File: src/rtl/vga_pkg.sv
// Shared timing constants for the vga pixel bus: default 800x600 @ 60 Hz
// (40 MHz pixel clock) and the counter width used by every bus consumer.
package vga_pkg;

  localparam int CNT_W = 11;

  localparam int HOR_PIXELS     = 800;
  localparam int HOR_TOTAL      = 1056;
  localparam int HOR_SYNC_START = 840;
  localparam int HOR_SYNC_WIDTH = 128;

  localparam int VER_PIXELS     = 600;
  localparam int VER_TOTAL      = 628;
  localparam int VER_SYNC_START = 601;
  localparam int VER_SYNC_WIDTH = 4;

endpackage

File: src/rtl/vga_if.sv
// Pixel bus passed down the draw pipeline: counters, active-high syncs,
// blanking flags and colour. The timing generator drives it through 'out'.
interface vga_if;
  import vga_pkg::*;

  logic [CNT_W-1:0] hcount;
  logic [CNT_W-1:0] vcount;
  logic             hsync;
  logic             vsync;
  logic             hblnk;
  logic             vblnk;
  logic [11:0]      rgb;

  modport out    (output hcount, vcount, hsync, vsync, hblnk, vblnk, rgb);
  modport in     (input  hcount, vcount, hsync, vsync, hblnk, vblnk, rgb);
  modport master (output hcount, vcount, hsync, vsync, hblnk, vblnk, rgb);
  modport slave  (input  hcount, vcount, hsync, vsync, hblnk, vblnk, rgb);
endinterface

File: src/rtl/vga_counter.sv
// Modulo-N counter with enable. 'wrap' flags the enabled edge that returns
// the count to zero; 'count_next' exposes the value the next edge will load.
module vga_counter
  import vga_pkg::*;
#(
  parameter int N = 2
) (
  input  logic             clk,
  input  logic             rst,
  input  logic             en,
  output logic [CNT_W-1:0] count,
  output logic [CNT_W-1:0] count_next,
  output logic             wrap
);

  always_comb begin
    wrap       = en && (count == CNT_W'(N - 1));
    count_next = count;
    if (wrap)
      count_next = '0;
    else if (en)
      count_next = count + CNT_W'(1);
  end

  always_ff @(posedge clk or posedge rst) begin
    if (rst)
      count <= '0;
    else
      count <= count_next;
  end

endmodule

File: src/rtl/vga_timing.sv
// VGA timing generator at the head of the draw pipeline. Optional macro
// VGA_TIMING_FRAME_START_EN adds a one-cycle frame_start pulse on each frame wrap.
module vga_timing #(
  parameter int HOR_PIXELS     = vga_pkg::HOR_PIXELS,
  parameter int HOR_TOTAL      = vga_pkg::HOR_TOTAL,
  parameter int HOR_SYNC_START = vga_pkg::HOR_SYNC_START,
  parameter int HOR_SYNC_WIDTH = vga_pkg::HOR_SYNC_WIDTH,
  parameter int VER_PIXELS     = vga_pkg::VER_PIXELS,
  parameter int VER_TOTAL      = vga_pkg::VER_TOTAL,
  parameter int VER_SYNC_START = vga_pkg::VER_SYNC_START,
  parameter int VER_SYNC_WIDTH = vga_pkg::VER_SYNC_WIDTH
) (
  input  logic clk,
  input  logic rst,
  vga_if.out   vga_out
`ifdef VGA_TIMING_FRAME_START_EN
  ,
  output logic frame_start
`endif
);
  import vga_pkg::*;

  // Timings must fit the 11-bit counters and keep each sync inside its period.
  if (HOR_TOTAL > 2048 || VER_TOTAL > 2048 ||
      HOR_SYNC_START + HOR_SYNC_WIDTH > HOR_TOTAL ||
      VER_SYNC_START + VER_SYNC_WIDTH > VER_TOTAL) begin : g_bad_params
    $error("vga_timing: timing parameters out of range");
  end

  logic [CNT_W-1:0] h_count, h_next;
  logic [CNT_W-1:0] v_count, v_next;
  logic             h_wrap, v_wrap;
  logic             hsync_q, vsync_q, hblnk_q, vblnk_q;

  vga_counter #(.N(HOR_TOTAL)) u_hcnt (
    .clk        (clk),
    .rst        (rst),
    .en         (1'b1),
    .count      (h_count),
    .count_next (h_next),
    .wrap       (h_wrap)
  );

  vga_counter #(.N(VER_TOTAL)) u_vcnt (
    .clk        (clk),
    .rst        (rst),
    .en         (h_wrap),
    .count      (v_count),
    .count_next (v_next),
    .wrap       (v_wrap)
  );

  // Flags are decoded from the counts about to be loaded, so after the edge
  // each flag describes the very hcount/vcount pair it travels with.
  always_ff @(posedge clk or posedge rst) begin
    if (rst) begin
      hsync_q <= 1'b0;
      vsync_q <= 1'b0;
      hblnk_q <= 1'b0;
      vblnk_q <= 1'b0;
    end else begin
      hblnk_q <= int'(h_next) >= HOR_PIXELS;
      vblnk_q <= int'(v_next) >= VER_PIXELS;
      hsync_q <= (int'(h_next) >= HOR_SYNC_START) &&
                 (int'(h_next) <  HOR_SYNC_START + HOR_SYNC_WIDTH);
      vsync_q <= (int'(v_next) >= VER_SYNC_START) &&
                 (int'(v_next) <  VER_SYNC_START + VER_SYNC_WIDTH);
    end
  end

  assign vga_out.hcount = h_count;
  assign vga_out.vcount = v_count;
  assign vga_out.hsync  = hsync_q;
  assign vga_out.vsync  = vsync_q;
  assign vga_out.hblnk  = hblnk_q;
  assign vga_out.vblnk  = vblnk_q;
  assign vga_out.rgb    = 12'h000;

`ifdef VGA_TIMING_FRAME_START_EN
  // Only a real wrap pulses; the reset state itself never does.
  always_ff @(posedge clk or posedge rst) begin
    if (rst)
      frame_start <= 1'b0;
    else
      frame_start <= h_wrap && v_wrap;
  end
`else
  logic unused_v_wrap;
  assign unused_v_wrap = v_wrap;
`endif

endmodule

File: src/flat_wrapper.sv
// flat-port wrapper written by rule: the top's interface ports become plain ports
module vga_timing_flat import vga_pkg::*;
#(
  parameter int HOR_PIXELS     = vga_pkg::HOR_PIXELS,
  parameter int HOR_TOTAL      = vga_pkg::HOR_TOTAL,
  parameter int HOR_SYNC_START = vga_pkg::HOR_SYNC_START,
  parameter int HOR_SYNC_WIDTH = vga_pkg::HOR_SYNC_WIDTH,
  parameter int VER_PIXELS     = vga_pkg::VER_PIXELS,
  parameter int VER_TOTAL      = vga_pkg::VER_TOTAL,
  parameter int VER_SYNC_START = vga_pkg::VER_SYNC_START,
  parameter int VER_SYNC_WIDTH = vga_pkg::VER_SYNC_WIDTH
)
  (clk, rst, vga_out_hcount, vga_out_vcount, vga_out_hsync, vga_out_vsync, vga_out_hblnk, vga_out_vblnk, vga_out_rgb);
  vga_if vga_out_i ();
  input  logic clk;
  input  logic rst;
  output wire logic [$bits(vga_out_i.hcount)-1:0] vga_out_hcount;
  output wire logic [$bits(vga_out_i.vcount)-1:0] vga_out_vcount;
  output wire logic [$bits(vga_out_i.hsync)-1:0] vga_out_hsync;
  output wire logic [$bits(vga_out_i.vsync)-1:0] vga_out_vsync;
  output wire logic [$bits(vga_out_i.hblnk)-1:0] vga_out_hblnk;
  output wire logic [$bits(vga_out_i.vblnk)-1:0] vga_out_vblnk;
  output wire logic [$bits(vga_out_i.rgb)-1:0] vga_out_rgb;
  assign vga_out_hcount = vga_out_i.hcount;
  assign vga_out_vcount = vga_out_i.vcount;
  assign vga_out_hsync = vga_out_i.hsync;
  assign vga_out_vsync = vga_out_i.vsync;
  assign vga_out_hblnk = vga_out_i.hblnk;
  assign vga_out_vblnk = vga_out_i.vblnk;
  assign vga_out_rgb = vga_out_i.rgb;
  vga_timing #(.HOR_PIXELS(HOR_PIXELS), .HOR_TOTAL(HOR_TOTAL), .HOR_SYNC_START(HOR_SYNC_START), .HOR_SYNC_WIDTH(HOR_SYNC_WIDTH), .VER_PIXELS(VER_PIXELS), .VER_TOTAL(VER_TOTAL), .VER_SYNC_START(VER_SYNC_START), .VER_SYNC_WIDTH(VER_SYNC_WIDTH)) u_core (.clk(clk), .rst(rst), .vga_out(vga_out_i));
endmodule
File: config.mk
export PLATFORM = sky130hd
export DESIGN_NAME = vga_timing_flat
export DESIGN_NICKNAME = d
export VERILOG_FILES = /design/src/rtl/vga_pkg.sv /design/src/rtl/vga_if.sv /design/src/rtl/vga_counter.sv /design/src/rtl/vga_timing.sv /design/src/flat_wrapper.sv
export SDC_FILE = /design/constraint.sdc
export NUM_CORES = 1
export LEC_CHECK = 0
export BUFFER_PORTS_ARGS = -buffer_cell sky130_fd_sc_hd__buf_2
export CAP_MARGIN = 25
export CORE_MARGIN = 4
export CORE_UTILIZATION = 47
export CTS_CLUSTER_DIAMETER = 200
export DETAILED_ROUTE_END_ITERATION = 8
export MAX_ROUTING_LAYER = met4
export PLACE_DENSITY = 0.83
export SLEW_MARGIN = 20
export SYNTH_ARGS = -nofsm -noshare
export SYNTH_HDL_FRONTEND = slang
export SYNTH_SLANG_ARGS = --single-unit
File: constraint.sdc
create_clock -name clk -period 2.15 [get_ports clk]
set_input_delay 0.1075 -clock clk [delete_from_list [all_inputs] [get_ports clk]]
set_output_delay 0.1075 -clock clk [all_outputs]
set_load 0.02 [all_outputs]
## Word level (Yosys, flattened, before mapping)

Index checks and enable logic that the tools add are counted.

| word-level totals | value |
|---|---|
| bits in registers | 26 |
| output and inout port bits | 38 |
| bits of input ports | 2 |
| word-level logic and storage cells | 22 |

| cells by class | value |
|---|---|
| magnitude comparators | 6 |
| reduce and logical (&&, ||, !) cells | 3 |
| multiplexer cells | 3 |
| equality and inequality tests | 2 |
| add/sub/neg operators | 2 |

Operator list:

| cell | count |
|---|---|
| 11-bit by 10-bit greater-or-equal comparator with 1-bit output, second input constant | 4 |
| 11-bit two-way mux | 3 |
| 11-bit by 1-bit adder with 11-bit output, second input constant | 2 |
| 11-bit by 10-bit less-than comparator with 1-bit output, second input constant | 2 |
| 11-bit by 10-bit == test with 1-bit output, second input constant | 1 |
| 11-bit == test, second input constant | 1 |
| 1-bit logical AND | 3 |

## Depth between registers and ports, before layout

| depth | value |
|---|---|
| word-level depth | 5 |
| depth in mapped cells | 8 |
| gate-level depth less buffers | 7 |

## Modules after synthesis

From an unflattened synthesis, not the netlist that was laid out.

| unflattened totals | value |
|---|---|
| cell total of the unflattened synthesis | 146 |
| area total of the unflattened synthesis | 1458.9 um^2 |

By module, submodules not included:

| module | seq. area each (um^2) | cells each | times used | area an instance (um^2) |
|---|---|---|---|---|
| vga_counter at u_core.u_vcnt | 275.3 | 60 | 1 | 611.8 |
| vga_counter at u_core.u_hcnt | 275.3 | 51 | 1 | 543.0 |
| vga_timing | 100.1 | 35 | 1 | 304.0 |

## Worst setup path before layout

OpenSTA, ideal clock, no wires.

| timing | value |
|---|---|
| kind | register to register |
| start point | reg u_core.u_hcnt.count[5] |
| end point | reg u_core.vsync_q, in the netlist u_core.vga_out.vsync |
| setup slack | -0.345 ns |
| cell stages (with the launch flop) | 9 |
| required time | 2.039 ns |
| arrival | 2.383 ns |
| cells stage by stage | dfrtp_1 > buf_6 > or4_4 > or3_1 > buf_6 > nor2_8 > a21oi_1 > or2_1 > a2111oi_2 |

| between the ends | value |
|---|---|
| cells in the longest elaborated chain, start to end | 5 |
| elaborated cells on any way between the ends | 7 |

RTL lines:

| item | line | source |
|---|---|---|
| start, declared | vga_counter.sv:11 | `output logic [CNT_W-1:0] count,` |
| start signal, assigned | vga_counter.sv:29 | `count <= count_next;` |
| 11-bit == test (*) | vga_counter.sv:17 | `wrap = en && (count == CNT_W'(N - 1));` |
| 11-bit two-way mux / 1-bit logical AND (equally long branches) | vga_counter.sv:21, vga_counter.sv:17 |  |
| 11-bit two-way mux (*) | vga_counter.sv:19 | `if (wrap)` |
| 11-bit by 10-bit greater-or-equal comparator with 1-bit output / 11-bit by 10-bit less-than comparator with 1-bit output (equally long branches) | vga_timing.sv:66, vga_timing.sv:67 |  |
| 1-bit logical AND (*) | vga_timing.sv:66 | `vsync_q <= (int'(v_next) >= VER_SYNC_START) &&` |
| end signal, assigned | vga_timing.sv:66 |  |
| end, declared | vga_timing.sv:33 | `logic hsync_q, vsync_q, hblnk_q, vblnk_q;` |

Every way passes the cells marked *; elsewhere a longest branch is shown, timed or not.

## Final worst setup path

| timing | value |
|---|---|
| start point | reg u_core.u_hcnt.count[9] |
| end point | reg u_core.vblnk_q, in the netlist u_core.vga_out.vblnk |

| between the ends | value |
|---|---|
| cells in the longest elaborated chain, start to end | 4 |
| elaborated cells on any way between the ends | 5 |

RTL lines:

| item | line | source |
|---|---|---|
| 11-bit == test (*) | vga_counter.sv:17 |  |
| 11-bit two-way mux / 1-bit logical AND (equally long branches) | vga_counter.sv:21, vga_counter.sv:17 |  |
| 11-bit two-way mux (*) | vga_counter.sv:19 |  |
| via u_core.u_vcnt.count_next[3] | vga_counter.sv:12 | `output logic [CNT_W-1:0] count_next,` |
| 11-bit by 10-bit greater-or-equal comparator with 1-bit output (*) | vga_timing.sv:63 | `vblnk_q <= int'(v_next) >= VER_PIXELS;` |
| end signal, assigned | vga_timing.sv:60 | `vblnk_q <= 1'b0;` |
| end signal, assigned | vga_timing.sv:63 |  |
| end, declared | vga_timing.sv:33 |  |

Mark *: on every way through the listed nets, which the timed path passes. The rest lies on a longest branch.

==> results.sh <==
export IMPL_synth_area_per_cell_um2=10.2
export IMPL_ys_seq_area_share_pct=40.8
export IMPL_rrSetupSlack_ns=-0.1
export IMPL_total_power_mw=0.738
export IMPL_synth_compound_area_share_pct=13.4
export IMPL_synth_top_cell_by_area="dfrtp_1"
export IMPL_yosysUniqueCellTypes=50
export IMPL_p_per_area_nw_per_um2=365
export IMPL_fin_area_um2=2020
export IMPL_drv_cap=0
export IMPL_cp_slowest_stage_delay_ns=0.58
export IMPL_synth_simple_area_share_pct=23.5
export IMPL_grt_max_degree=15
export IMPL_slew_limit_headroom_pct=65.4
export IMPL_ios=40
export IMPL_yosysTopAreaCellShare_pct=40.8
export IMPL_start_kind="flop"
export IMPL_regToRegStartpoint="u_core.u_hcnt.count[9]$_DFF_PP0_"
export IMPL_crit_family="simple AND/OR/NAND/NOR gates"
export IMPL_start_util_pct=50.6
export IMPL_grt_pass1_wl_um=6430
export IMPL_path_cells="or4_4 -> nor3_4 -> nand4_1 -> xnor2_2 -> a41o_1 -> a211o_1"
export IMPL_antenna_found_initial=0
export IMPL_routed_top_layer="met4"
export IMPL_critPathBufInv=0
export IMPL_dieArea_um2=4390
export IMPL_area_growth_pct=26.7
export IMPL_hpwl_um=2870
export IMPL_die_x_um=66.3
export IMPL_grt_util_all_layers_pct=19.1
export IMPL_place_congestion=0.954
export IMPL_wire_per_inst_um=14.3
export IMPL_vias=1371
export IMPL_fin_crit_ns=2.25
export IMPL_end_kind="flop"
export IMPL_tns_ns=-0.184
export IMPL_portBuffers=27
export IMPL_status="finished, violations left"
export IMPL_rr_endpoint="u_core.vga_out.vblnk$_DFF_PP0_"
export IMPL_cts_buffers=3
export IMPL_p_leak_nw=1.06
export IMPL_worstRegToRegCells=6
export IMPL_synth_edf_count=0
export IMPL_hold_viol=0
export IMPL_worst_pin_slew_ns=0.519
export IMPL_clk_latency_ns=0.33
export IMPL_cts_tree="yes"
export IMPL_clk_pin_slew_ns=0.14
export IMPL_htree_levels=1
export IMPL_yosysMostFrequentCell="dfrtp_1"
export IMPL_route_detailed_drc=0
export IMPL_peakVddDrop_v=0.000348
export IMPL_fin_worst_skew_ns=0.00914
export IMPL_drt_initial_drc_count=105
export IMPL_worst_slack_ns=-0.0960
export IMPL_synthFlopType="dfrtp_1"
export IMPL_clockBufferDepth=2
export IMPL_first_pass_iters=4
export IMPL_synthTopCellsByArea="dfrtp_1, buf_4, xnor2_1, xor2_1, nand4_1"
export IMPL_worstHoldPathType="in2async"
export IMPL_arrival_ns=2.46
export IMPL_wl_met3_um=229
export IMPL_synthMuxAreaShare_pct=0
export IMPL_wl_um=3720
export IMPL_drt_met1_wl_um=1550
export IMPL_ys_ff_latch=26
export IMPL_yosysWarnings=0
export IMPL_grt_ovfl_total=0
export IMPL_synth_xor_area_share_pct=9.88
export IMPL_timing_fmax_mhz=445
export IMPL_grt_pass1_vias=1375
export IMPL_netlist_area_um2=1600
export IMPL_cts_sinks=26
export IMPL_postSynthCellCount=156
export IMPL_ant_nets=0
export IMPL_synth_adder_area_share_pct=1.57
export IMPL_cp_max_fo=4
export IMPL_required_ns=2.37
export IMPL_dr_wl_met2_um=1910
export IMPL_dpl_cell_area_um2=1950
export IMPL_fin_crit_sh_pct=104
export IMPL_root_buffer="clkbuf_4"
export IMPL_final_layout_size_suffix_gt1_share_pct=41.2
export IMPL_diodes=0
export IMPL_synthTopCellsByCount="dfrtp_1, buf_4, nor2_1"
export IMPL_slew_violations=0
export IMPL_rsz0062_at_grt="yes"
export IMPL_setup_violations=2
export IMPL_placeableCoreArea_um2=3150
export IMPL_final_nets=221
export IMPL_critPathKind="reg2reg"
export IMPL_die_height_um=66.3
export IMPL_viasPerCell=5.27
export IMPL_slowest_stage="or4_4"
export IMPL_synth_top_family_by_area="simple AND/OR/NAND/NOR gates"
export IMPL_rows=20
export IMPL_async_flop_share_pct=100
export IMPL_violations="setup timing"
through the flow:
stage / instances / utilization, % / hold slack (ns) / setup WS, ns
final: 260 / 64.1 / 0.347 / -0.0960
after global routing: 260 / 64.1 / 0.397 / -0.212
after CTS: 260 / 63.8 / 0.342 / -0.0793
after detailed placement: 254 / 61.8 / 0.171 / -0.167
after global placement: 254 / 61.8 / 0.159 / -0.147
after floorplan: 167 / - / 0.147 / -0.140
final cells by class:
class / count / area [um^2]
clock buffer: 4 / 26.3
fill: 296 / 1130
inverter: 3 / 11.3
multi-input combinational: 120 / 865
sequential: 26 / 657
tap: 44 / 55.1
timing repair buffer: 63 / 408
where the power goes:
part	leakage [nW]	internal (mW)	switching, mW
sequential	0.343	0.489	0
clock	0.0150	0.0727	0.144
combinational	0.704	0.00311	0.0289
logic make-up after synthesis:
kind of cell,after synthesis
other cells,1
flops,26
xor+xnor,18
buf+inv,21
compound gates,30
fa+ha+maj,2
simple gates,58
worst min-delay path, stage by stage:
cell,delay [ns]
dlygate4sd3_1,0.54
buf_2,0.12
inv_1,0.38
routing by layer:
layer / vias to the layer above / GRT usage, %
met5: - / -
met4: 0 / 3.81
met3: 2 / 3.57
met2: 47 / 32.5
met1: 662 / 23.9
li1: 660 / -
layout by cell type (no fill, tap or decap), types with 5 or more instances in the layout:
master / n
buf_4: 35
buf_2: 27
dfrtp_1: 21
conb_1: 12
nor2_1: 10
xor2_1: 9
xnor2_1: 8
nand2_1: 7
nand4_1: 7
a21oi_1: 7
nand3_1: 5
dfrtp_2: 5
registers in the layout (all words and copies together), names as in the netlist:
name                  cells
u_core.vga_out.hblnk      1
u_core.vga_out.hsync      1
u_core.u_vcnt.count      11
u_core.vga_out.vsync      1
u_core.u_hcnt.count      11
u_core.vga_out.vblnk      1
repair_timing:
| item | CTS | global route |
|---|---|---|
| endpoints found under the hold margin | 13 | 0 |
| hold buffers | 1 | 0 |
| setup endpoints to repair | 3 | 3 |
| gates resized for setup | 4 | 2 |
| buffers inserted | 1 | 0 |
how the worst max path moves through the flow:
stage	from	end	slack, ns	cells after the start
2_1_floorplan	u_core.u_hcnt.count[5]$_DFF_PP0_	u_core.vga_out.vblnk$_DFF_PP0_	-0.14	8
3_3_place_gp	u_core.u_hcnt.count[9]$_DFF_PP0_	u_core.vga_out.vsync$_DFF_PP0_	-0.15	6
3_5_place_dp	u_core.u_hcnt.count[9]$_DFF_PP0_	u_core.vga_out.vsync$_DFF_PP0_	-0.17	6
4_1_cts	u_core.u_hcnt.count[9]$_DFF_PP0_	u_core.vga_out.vblnk$_DFF_PP0_	-0.08	6
5_1_grt	u_core.u_hcnt.count[9]$_DFF_PP0_	u_core.vga_out.vsync$_DFF_PP0_	-0.21	7
6_report	u_core.u_hcnt.count[9]$_DFF_PP0_	u_core.vga_out.vblnk$_DFF_PP0_	-0.1	6
Power figures use the tool's default switching activity.
